--- src/rtl/mem_access_unit_if.sv ---
// Request/response handshake bundle between a load/store client and mem_access_unit.
// master = CPU/bridge side, slave = mem_access_unit side.
`ifndef RAM_ADDR_WIDTH
`define RAM_ADDR_WIDTH 10
`endif

interface mem_access_unit_if #(
    parameter int ADDR_WIDTH = `RAM_ADDR_WIDTH
);
    logic                  req_valid;
    logic                  req_ready;
    logic                  req_we;
    logic [1:0]            req_size;
    logic                  req_unsigned;
    logic [ADDR_WIDTH+1:0] req_addr;
    logic [31:0]           req_wdata;
    logic                  rsp_valid;
    logic                  rsp_ready;
    logic [31:0]           rsp_rdata;
    logic                  rsp_err;

    modport master (
        output req_valid, req_we, req_size, req_unsigned, req_addr, req_wdata, rsp_ready,
        input  req_ready, rsp_valid, rsp_rdata, rsp_err
    );

    modport slave (
        input  req_valid, req_we, req_size, req_unsigned, req_addr, req_wdata, rsp_ready,
        output req_ready, rsp_valid, rsp_rdata, rsp_err
    );
endinterface

--- src/rtl/mem_access_unit.sv ---
// Byte-addressed load/store initiator for a word-addressed, byte-enabled, 1-cycle-latency RAM.
// Define MEM_MISALIGN_TRAP_EN to reject misaligned half/word accesses instead of truncating the offset.
`ifndef RAM_ADDR_WIDTH
`define RAM_ADDR_WIDTH 10
`endif

module mem_access_unit #(
    parameter int ADDR_WIDTH = `RAM_ADDR_WIDTH
) (
    input  logic                  clk,
    input  logic                  rst_n,
    mem_access_unit_if.slave      bus,
    output logic [ADDR_WIDTH-1:0] ram_addr,
    output logic [31:0]           ram_din,
    output logic [3:0]            ram_we,
    input  logic [31:0]           ram_dout
);
    typedef enum logic [1:0] {IDLE, ISSUE, CAPTURE, RESP} state_t;
    typedef struct packed {
        logic       we;
        logic [1:0] size;
        logic       uns;
        logic [1:0] off;
    } req_t;

    state_t      state, state_nxt;
    req_t        req_q;
    logic        hs, illegal;
    logic [1:0]  off_in;
    logic [3:0]  we_in;
    logic [31:0] din_in, ext;
    logic [7:0]  byte_v;
    logic [15:0] half_v;

    assign hs = bus.req_valid & bus.req_ready;

    always_comb begin
        illegal = (bus.req_size == 2'b11);
`ifdef MEM_MISALIGN_TRAP_EN
        if (bus.req_size == 2'b01 && bus.req_addr[0])          illegal = 1'b1;
        if (bus.req_size == 2'b10 && bus.req_addr[1:0] != 2'b00) illegal = 1'b1;
`endif
    end

    // Offending low address bits are dropped here; trapped requests never reach the RAM anyway.
    always_comb begin
        off_in = 2'b00;
        we_in  = 4'b1111;
        din_in = bus.req_wdata;
        case (bus.req_size)
            2'b00: begin
                off_in = bus.req_addr[1:0];
                we_in  = 4'b0001 << off_in;
                din_in = {4{bus.req_wdata[7:0]}};
            end
            2'b01: begin
                off_in = {bus.req_addr[1], 1'b0};
                we_in  = 4'b0011 << off_in;
                din_in = {2{bus.req_wdata[15:0]}};
            end
            default: ;
        endcase
    end

    always_ff @(posedge clk or negedge rst_n) begin
        if (!rst_n) state <= IDLE;
        else        state <= state_nxt;
    end

    always_comb begin
        state_nxt = state;
        case (state)
            IDLE:    if (hs) state_nxt = illegal ? RESP : ISSUE;
            ISSUE:   state_nxt = req_q.we ? RESP : CAPTURE;
            CAPTURE: state_nxt = RESP;
            RESP:    if (bus.rsp_ready) state_nxt = IDLE;
            default: state_nxt = IDLE;
        endcase
    end

    always_comb begin
        bus.req_ready = (state == IDLE);
        bus.rsp_valid = (state == RESP);
    end

    always_comb begin
        byte_v = ram_dout[{req_q.off, 3'b000} +: 8];
        half_v = ram_dout[{req_q.off[1], 4'b0000} +: 16];
        case (req_q.size)
            2'b00:   ext = {{24{~req_q.uns & byte_v[7]}}, byte_v};
            2'b01:   ext = {{16{~req_q.uns & half_v[15]}}, half_v};
            default: ext = ram_dout;
        endcase
    end

    // ram_we is loaded on the handshake edge and self-clears, so it is live only during ISSUE.
    always_ff @(posedge clk or negedge rst_n) begin
        if (!rst_n) begin
            req_q         <= '0;
            ram_addr      <= '0;
            ram_din       <= '0;
            ram_we        <= '0;
            bus.rsp_rdata <= '0;
            bus.rsp_err   <= 1'b0;
        end else begin
            ram_we <= '0;
            if (hs) begin
                req_q         <= '{we: bus.req_we, size: bus.req_size, uns: bus.req_unsigned, off: off_in};
                bus.rsp_err   <= illegal;
                bus.rsp_rdata <= '0;
                if (!illegal) begin
                    ram_addr <= bus.req_addr[ADDR_WIDTH+1:2];
                    if (bus.req_we) begin
                        ram_we  <= we_in;
                        ram_din <= din_in;
                    end
                end
            end
            if (state == CAPTURE) bus.rsp_rdata <= ext;
        end
    end
endmodule

--- src/flat_wrapper.sv ---
// flat-port wrapper written by rule: the top's interface ports become plain ports
module mem_access_unit_flat 
#(
    parameter int ADDR_WIDTH = `RAM_ADDR_WIDTH
)
  (clk, rst_n, ram_addr, ram_din, ram_we, ram_dout, bus_req_valid, bus_req_we, bus_req_size, bus_req_unsigned, bus_req_addr, bus_req_wdata, bus_rsp_ready, bus_req_ready, bus_rsp_valid, bus_rsp_rdata, bus_rsp_err);
  mem_access_unit_if #(.ADDR_WIDTH(ADDR_WIDTH)) bus_i ();
  input  logic clk;
  input  logic rst_n;
  output logic [ADDR_WIDTH-1:0] ram_addr;
  output logic [31:0] ram_din;
  output logic [3:0] ram_we;
  input  logic [31:0] ram_dout;
  input wire logic [$bits(bus_i.req_valid)-1:0] bus_req_valid;
  input wire logic [$bits(bus_i.req_we)-1:0] bus_req_we;
  input wire logic [$bits(bus_i.req_size)-1:0] bus_req_size;
  input wire logic [$bits(bus_i.req_unsigned)-1:0] bus_req_unsigned;
  input wire logic [$bits(bus_i.req_addr)-1:0] bus_req_addr;
  input wire logic [$bits(bus_i.req_wdata)-1:0] bus_req_wdata;
  input wire logic [$bits(bus_i.rsp_ready)-1:0] bus_rsp_ready;
  output wire logic [$bits(bus_i.req_ready)-1:0] bus_req_ready;
  output wire logic [$bits(bus_i.rsp_valid)-1:0] bus_rsp_valid;
  output wire logic [$bits(bus_i.rsp_rdata)-1:0] bus_rsp_rdata;
  output wire logic [$bits(bus_i.rsp_err)-1:0] bus_rsp_err;
  assign bus_i.req_valid = bus_req_valid;
  assign bus_i.req_we = bus_req_we;
  assign bus_i.req_size = bus_req_size;
  assign bus_i.req_unsigned = bus_req_unsigned;
  assign bus_i.req_addr = bus_req_addr;
  assign bus_i.req_wdata = bus_req_wdata;
  assign bus_i.rsp_ready = bus_rsp_ready;
  assign bus_req_ready = bus_i.req_ready;
  assign bus_rsp_valid = bus_i.rsp_valid;
  assign bus_rsp_rdata = bus_i.rsp_rdata;
  assign bus_rsp_err = bus_i.rsp_err;
  mem_access_unit #(.ADDR_WIDTH(ADDR_WIDTH)) u_core (.clk(clk), .rst_n(rst_n), .bus(bus_i), .ram_addr(ram_addr), .ram_din(ram_din), .ram_we(ram_we), .ram_dout(ram_dout));
endmodule
--- config.mk ---
export PLATFORM = sky130hd
export DESIGN_NAME = mem_access_unit_flat
export DESIGN_NICKNAME = d
export VERILOG_FILES = /design/src/rtl/mem_access_unit_if.sv /design/src/rtl/mem_access_unit.sv /design/src/flat_wrapper.sv
export SDC_FILE = /design/constraint.sdc
export NUM_CORES = 1
export LEC_CHECK = 0
export BUFFER_PORTS_ARGS = -buffer_cell sky130_fd_sc_hd__buf_4
export CAP_MARGIN = 0
export CORE_AREA = 4 4 98 100
export DETAILED_ROUTE_END_ITERATION = 16
export DIE_AREA = 0 0 102 104
export MAX_ROUTING_LAYER = met4
export PLACE_DENSITY = 0.9
export SYNTH_ARGS = -nofsm -noshare
export SYNTH_HDL_FRONTEND = slang
export SYNTH_SLANG_ARGS = --single-unit
--- constraint.sdc ---
create_clock -name clk -period 2 [get_ports clk]
set_clock_uncertainty 0.1 [all_clocks]
set_input_delay 0.1 -clock clk [delete_from_list [all_inputs] [get_ports clk]]
set_output_delay 0.1 -clock clk [all_outputs]
set_load 0.02 [all_outputs]
Word level (Yosys, flattened, before mapping)
Index checks and enable logic that the tools add are counted.
- equal/unequal tests: 8
- shift operators: 4
- multiplexer cells: 14
- bitwise logic cells: 5
- reductions and logical operators: 7
- operator list (kind ; count):
    one-hot mux 32 bit (2 select lines) ; 2
    two-way mux 32 bit ; 2
    indexed part select 32 x 6 -> 16 bit ; 1
    indexed part select 32 x 6 -> 8 bit ; 1
    two-way mux 4 bit ; 3
    one-hot mux 2 bit (4 select lines) ; 1
    one-hot mux 4 bit (2 select lines) ; 1
    equality test 2 x 1 -> 1 bit (second input constant) ; 3
    equality test 2 bit (second input constant) ; 3
    zero test 2 bit ; 3
    two-way mux 2 bit ; 3
    inequality test 2 bit (second input constant) ; 2
    one-hot mux 2 bit (2 select lines) ; 1
    AND reduction 2 bit ; 2
    left shift 1 x 2 -> 4 bit (first input constant) ; 1
    left shift 2 x 2 -> 4 bit (first input constant) ; 1
    bitwise AND 1 bit ; 3
    AND reduction 3 bit ; 1
    inverter 1 bit ; 2
    nonzero test 2 bit ; 1
    two-way mux 1 bit ; 1
- register bits: 87
- bits of input ports: 84
- output and inout bits: 81
- word-level logic and storage cells: 48

Depth between registers and ports, before layout
Gate-level depths: netlist of the first run.
- depth after elaboration: 5
- gate-level depth with buffers: 8
- depth with buffers taken out: 6

Least setup slack after synthesis of the first run
OpenSTA, ideal clock, no wires.
- path kind: register to register
- start: register u_core.state[0]
- end: register u_core.ram_din[0]
- library setup time: 0.125 ns
- arrival: 1.699 ns
- data required time: 1.775 ns
- slack: 0.077 ns
- stages on the path, launching flop included: 8
- path buffers: 2
- clock period less this slack: 1.923 ns
- cell sequence: dfrtp_1 > inv_1 > ha_1 > and2_1 > buf_2 > nand3_2 > buf_2 > mux2_2
- longest elaborated chain between the ends: 3
- ends and longest elaborated chain (item ; RTL line ; RTL):
    start: declaration ; mem_access_unit.sv:26 ; state_t state, state_nxt;
    start signal: assignment ; mem_access_unit.sv:67 ; else state <= state_nxt;
    zero test 2 bit ; mem_access_unit.sv:82 ; bus.req_ready = (state == IDLE);
    net bus_req_ready ; flat_wrapper.sv:21 ; output wire logic [$bits(bus_i.req_ready)-1:0] bus_req_ready;
    bitwise AND 1 bit ; mem_access_unit.sv:35 ; assign hs = bus.req_valid & bus.req_ready;
    AND reduction 3 bit (no line) ; - ;
    end signal: assignment ; mem_access_unit.sv:115 ; ram_din <= din_in;
    end: declaration ; mem_access_unit.sv:14 ; output logic [31:0] ram_din,
The timed path passes the listed nets, and every way through them passes these cells.
A chain may end at the register's enable or synchronous reset.

Worst setup path after layout of the first run
- start: register u_core.state[1]
- end: register u_core.ram_din[10]
- longest elaborated chain between the ends: 3
- ends and longest elaborated chain (item ; RTL line):
    zero test 2 bit ; mem_access_unit.sv:82
    bitwise AND 1 bit ; mem_access_unit.sv:35
    AND reduction 3 bit (no line) ; -
No other way between the ends.

==> flow_summary.ini, run 1 <==
[timing]
tns_ns = 0
rsz0062_at_grt = no
drv_slew = 0
fin_crit_sh_pct = 93.3
finalCriticalPeriod_ns = 1.87
max_slew_margin_pct = 62.4
hold_viol = 0
fmax_mhz = 536
setup_violations = 0
tightest_slew_ns = 0.562

[cells_and_area]
drive_gt1_share_pct = 35.2
areaGrowthSynthToFinish_pct = 54.0
design_area_um2 = 6500
layout_common_cells = buf_4 (175), dfrtp_1 (87), nand2_1 (76)
layout.nets = 726
fin_util_pct = 74.9
final_common_cell = buf_4
stdcell_count = 750
antenna_cells = 0

[floorplan]
core_area_um2 = 8680
rows = 34
ios = 165
fp.dieH_um = 104
die_area_um2 = 10600
die_x_um = 102
initial_core_util_pct = 48.6

[cts]
numCtsBuffers = 9
cts_tree = done
clockRootBuffer = clkbuf_8
cts.htree.levels = 3
clk_pin_slew_ns = 0.10
clockBufferDepth = 2
insertion_delay_ns = 0.35
cts.sinks = 87

[global_route]
grt_max_degree = 48
grt_pass1_wl_um = 24300
grt_pass1_vias = 4683
grtUsageTotal_pct = 30.0
grt-ovfl-total = 0
antenna_found_initial = 0

[setup_path]
crit_fanout = 22
critPathLaunchType = flop
startpoint = u_core.state[1]
worstSetupPathType = flop to flop
cp-end-kind = flop
crit_required_ns = 2.13
r2r_start = u_core.state[1]
arrival_ns = 2.00

[worst_hold_path]
hp-class = input pin to flop
hold_start = ram_dout[1]

[power_and_ir_drop]
p_leak_nw = 3.13
vdd_drop_max_mv = 0.893
power_mw = 9.36
p_per_area_nw_per_um2 = 1440

[placement]
hpwl_um = 9700
place_congestion = 0.930
port_buffers = 164
place_area_um2 = 5580
numPlacedInstances = 665

[detailed_routing]
viasPerCell = 5.79
dr.first_iter.drc_count = 243
route.detailed.drc = 0
drt-pass1-iter-count = 5
num_vias = 4344
drt_wl_total_um = 15500
wl_per_cell_um = 20.7
drtAntennaViolNets = 0

[synthesis]
synth_cell_types = 35
yosys_warnings = 0
syn_nets = 496
synth_edf_count = 0
ys_ff_latch = 87
netlist_instances = 407
synth-main-ff-cell = dfrtp_1
ys_seq_area_share_pct = 51.6
synth_area_um2 = 4220
syn_area_per_cell_um2 = 10.4
synthArstFlopShare_pct = 100

[flow_run]
cap_violations = 0

[status]
status = finished clean
-- critical path, stage by stage (launching register included) --
cell	delay, ns
dfrtp_1	0.44
inv_2	0.10
ha_2	0.20
and2_4	0.20
nand3_4	0.12
buf_12	0.18
buf_4	0.20
nand2_1	0.07
o21ai_0	0.10
-- metal layers --
layer / wire (um) / vias to the layer above / track usage (%)
met1: 5660 / 2072 / 35.6
met3: 1710 / 56 / 6.98
met4: 602 / 0 / 12.8
met5: 0 / - / -
met2: 7570 / 319 / 48.6
li1: - / 1897 / -
-- power breakdown --
part / switching [mW] / internal [mW]
registers: 0.608 / 2.57
clock network: 0.702 / 0.594
logic: 2.74 / 2.15
-- flip-flops by register name, summed over array words and instances (netlist names) --
name / cells
u_core.bus.rsp_err: 1
u_core.ram_we: 4
u_core.ram_addr: 10
u_core.req_q: 6
u_core.state: 2
u_core.ram_din: 32
u_core.bus.rsp_rdata: 32
-- synthesized netlist by cell type (2+ instances only) --
master | instances | share of area, %
nor2b_1 | 3 | 0.44
buf_6 | 2 | 0.53
o211ai_1 | 16 | 2.8
a221o_1 | 7 | 1.7
and2_1 | 2 | 0.30
a22o_1 | 7 | 1.5
o22ai_1 | 2 | 0.30
ha_1 | 5 | 1.5
mux2_1 | 7 | 1.9
a211oi_1 | 7 | 1.2
nand2b_1 | 5 | 0.74
inv_1 | 7 | 0.62
mux2i_1 | 32 | 7.6
o21ai_0 | 29 | 3.4
o21bai_1 | 2 | 0.36
clkbuf_1 | 13 | 1.2
nand3_1 | 3 | 0.36
mux2_2 | 20 | 5.3
dfrtp_1 | 87 | 52
nand2_1 | 76 | 6.8
nor2_1 | 27 | 2.4
buf_2 | 11 | 1.3
a21oi_1 | 25 | 3.0
-- final timing paths --
| check | endpoint | slack, ns | depth (start not counted) |
|---|---|---|---|
| worst min register to register | u_core.ram_din[21] | 0.42 | 2 |
| worst max-delay path | u_core.ram_din[10] | 0.13 | 8 |
| worst min-delay path | u_core.bus.rsp_rdata[1] | 0.02 | 3 |
| worst max register to register | u_core.ram_din[10] | 0.13 | 8 |
| max in group asynchronous | u_core.ram_we[2] | 0.98 | 3 |
| min in group asynchronous | u_core.bus.rsp_rdata[18] | 0.16 | 2 |
-- stage by stage --
stage / hold WS [ns] / setup WS [ns]
after floorplan: -0.296 / 0.0768
final: 0.0159 / 0.134
after global routing: 0.000481 / 0.0244
after global placement: 0.00886 / 0.155
after detailed placement: 0.0219 / 0.0279
after CTS: 0.00571 / 0.0293
-- cell families after synthesis --
family | after synthesis | synth area share [%]
and+or+nand+nor | 119 | 11.6
adders and majority gates | 5 | 1.48
DFF | 87 | 51.6
AOI/OAI and AO/OA | 102 | 16.4
muxes | 60 | 15.1
buffers and inverters | 34 | 3.70
-- layout make-up --
class                      count  area, um2
fill                         532       2180
clock buffer                   9        124
clock inverter                 7       78.8
sequential                    87       2180
inverter                       7       26.3
tap                          108        135
timing repair buffer         246       2060
multi-input combinational    286       1900
-- what timing repair did --
action | in CTS | in global routing
setup buffers | 0 | 0
hold buffers | 68 | 0
gates resized for setup | 0 | 7
setup endpoints to repair | 0 | 45
endpoints found under the hold margin | 111 | 0
Note: power is estimated with default switching activity, not from simulation.
==> run 2: changes to the inputs <==
--- a/config.mk
+++ b/config.mk
@@ -10,6 +10,7 @@
 export CORE_AREA = 4 4 98 100
 export DETAILED_ROUTE_END_ITERATION = 16
 export DIE_AREA = 0 0 102 104
+export GPL_TIMING_DRIVEN = 0
 export MAX_ROUTING_LAYER = met4
 export PLACE_DENSITY = 0.9
 export SYNTH_ARGS = -nofsm -noshare
==> flow_summary.ini, run 2 (synthesized netlist as in run 1, its figures left out) <==
[setup_path]
crit_chain = inv_2 > ha_2 > and2_1 > clkbuf_4 > nand3_2 > buf_4 > mux2_2
worstSetupPathType = flop to flop
max_stage_delay_ns = 0.41
critPathLaunchType = flop
crit_fanout = 10
crit_required_ns = 2.15
cp_slowest_cell = dfrtp_1
cp-end-kind = flop
arrival_ns = 2.08

[detailed_routing]
viasPerCell = 5.80
drt-pass1-iter-count = 5
drt_wl_total_um = 16000
met1_length_um = 5780
dr.first_iter.drc_count = 283
drtAntennaViolNets = 0
wl_per_cell_um = 20.9
met2_length_um = 7790
wl_met3_um = 1750
top_layer = met4
route.detailed.drc = 0
num_vias = 4439

[status]
status = finished, violations left
violations = negative hold slack

[timing]
tightest_slew_ns = 1.11
tns_ns = 0
max_slew_margin_pct = 26.0
setup_violations = 0
fin_crit_sh_pct = 96.6
rsz0062_at_grt = no
drv_slew = 0
fmax_mhz = 518
holdWs_ns = -0.00175
finalCriticalPeriod_ns = 1.93
hold_viol = 1

[worst_hold_path]
hp-class = input pin to flop

[placement]
place_area_um2 = 5580
place_congestion = 0.929
port_buffers = 163
hpwl_um = 10400

[cts]
clk_pin_slew_ns = 0.10
cts.htree.levels = 3
clockBufferDepth = 2
cts_tree = done
numCtsBuffers = 9
clockRootBuffer = clkbuf_8
cts.sinks = 87
insertion_delay_ns = 0.36

[power_and_ir_drop]
seqPwrFrac_pct = 33.3
p_per_area_nw_per_um2 = 1440
p_switching_mw = 4.10
p_leak_nw = 3.14
vdd_drop_max_mv = 0.828
p_int_mw = 5.31
switching_share_pct = 43.6
pwr-share-clk_pct = 13.4
comb_power_share_pct = 53.4

[floorplan]
fp.dieH_um = 104
die_area_um2 = 10600
core_area_um2 = 8680
initial_core_util_pct = 48.6
ios = 165
rows = 34
die_x_um = 102

[cells_and_area]
fin_util_pct = 75.1
n_fill_cell = 557
design_area_um2 = 6520
layout_common_cells = buf_4 (167), dfrtp_1 (87), nand2_1 (76)
drive_gt1_share_pct = 35.7
top_regs = u_core.bus.rsp_rdata x32, u_core.ram_din x32, u_core.ram_addr x10
areaGrowthSynthToFinish_pct = 54.5
layout.nets = 742
antenna_cells = 0
final_common_cell = buf_4

[global_route]
grt_pass1_wl_um = 25100
grtUsageTotal_pct = 31.3
antenna_found_initial = 0
grt-ovfl-total = 0
grt_pass1_vias = 4822
grt_max_degree = 88

[flow_run]
cap_violations = 0
run 2: cell count changes in the layout (fill, tap and decap cells not counted), sizes merged:
cell	before	now
clkbuf	10	18
buf	177	182
clkinvlp	0	3
dlygate4sd3	68	71
inv	10	8
clkinv	3	2
run 2: worst max-delay path, delay by kind of cell, from the launching register on:
kind                     cells  cell delay [ns]
buffers and inverters        3             0.45
multiplexers                 1             0.38
AND/OR/NAND/NOR              2             0.29
adder cells (fa/ha/maj)      1             0.19
flip-flops                   1             0.41
run 2: worst paths after layout:
check / startpoint / endpoint / slack, ns / cells past startpoint
setup / recovery: u_core.state[1] / u_core.ram_din[5] / 0.07 / 7
hold / removal: ram_dout[23] / u_core.bus.rsp_rdata[23] / -0.002 / 3
setup reg to reg: u_core.state[1] / u_core.ram_din[5] / 0.07 / 7
hold reg to reg: u_core.ram_din[26] / u_core.ram_din[26] / 0.40 / 2
max in group asynchronous: rst_n / u_core.ram_addr[7] / 0.69 / 2
min in group asynchronous: rst_n / u_core.bus.rsp_rdata[21] / 0.40 / 2
run 2: what timing repair did:
action / 4_1_cts / 5_1_grt
buffers inserted: 0 / 2
resized for setup: 5 / 25
hold buffers: 71 / 0
setup endpoints to repair: 24 / 69
endpoints found under the hold margin: 161 / 0
run 2: power by group through the flow:
stage          Clock, mW  Sequential (mW)  Combinational (mW)
6_report            1.26             3.13                5.02
5_1_grt             1.36             3.21                5.37
4_1_cts             1.26             3.06                4.86
3_5_place_dp           0             3.08                4.73
3_3_place_gp           0             3.03                4.55
2_1_floorplan          0             3.85                1.93
run 2: routing by layer:
layer	global-route usage (%)	vias up
met5	-	-
met4	13.2	0
met3	7.51	67
met2	50.9	347
met1	36.9	2104
li1	-	1921
run 2: layout make-up:
type | instances | area [um2] | share of cell area [%]
repair buffers | 236 | 1950 | 29.9
inverters | 7 | 26.3 | 0.403
well taps | 108 | 135 | 2.07
clock buffers | 9 | 124 | 1.90
multi-input cells | 286 | 1890 | 29.0
flip-flops and latches | 87 | 2180 | 33.4
plain buffers | 26 | 145 | 2.23
clock inverters | 7 | 71.3 | 1.09
run 2: through the flow:
stage	total power [mW]	hold slack [ns]	std cells	setup WS, ns
2_1_floorplan	5.79	-0.296	407	0.0768
3_5_place_dp	7.81	0.224	678	-0.0503
5_1_grt	9.94	0.0120	766	0.00162
4_1_cts	9.18	0.00303	765	-0.000267
6_report	9.41	-0.00175	766	0.0682
3_3_place_gp	7.58	0.213	678	0.0233
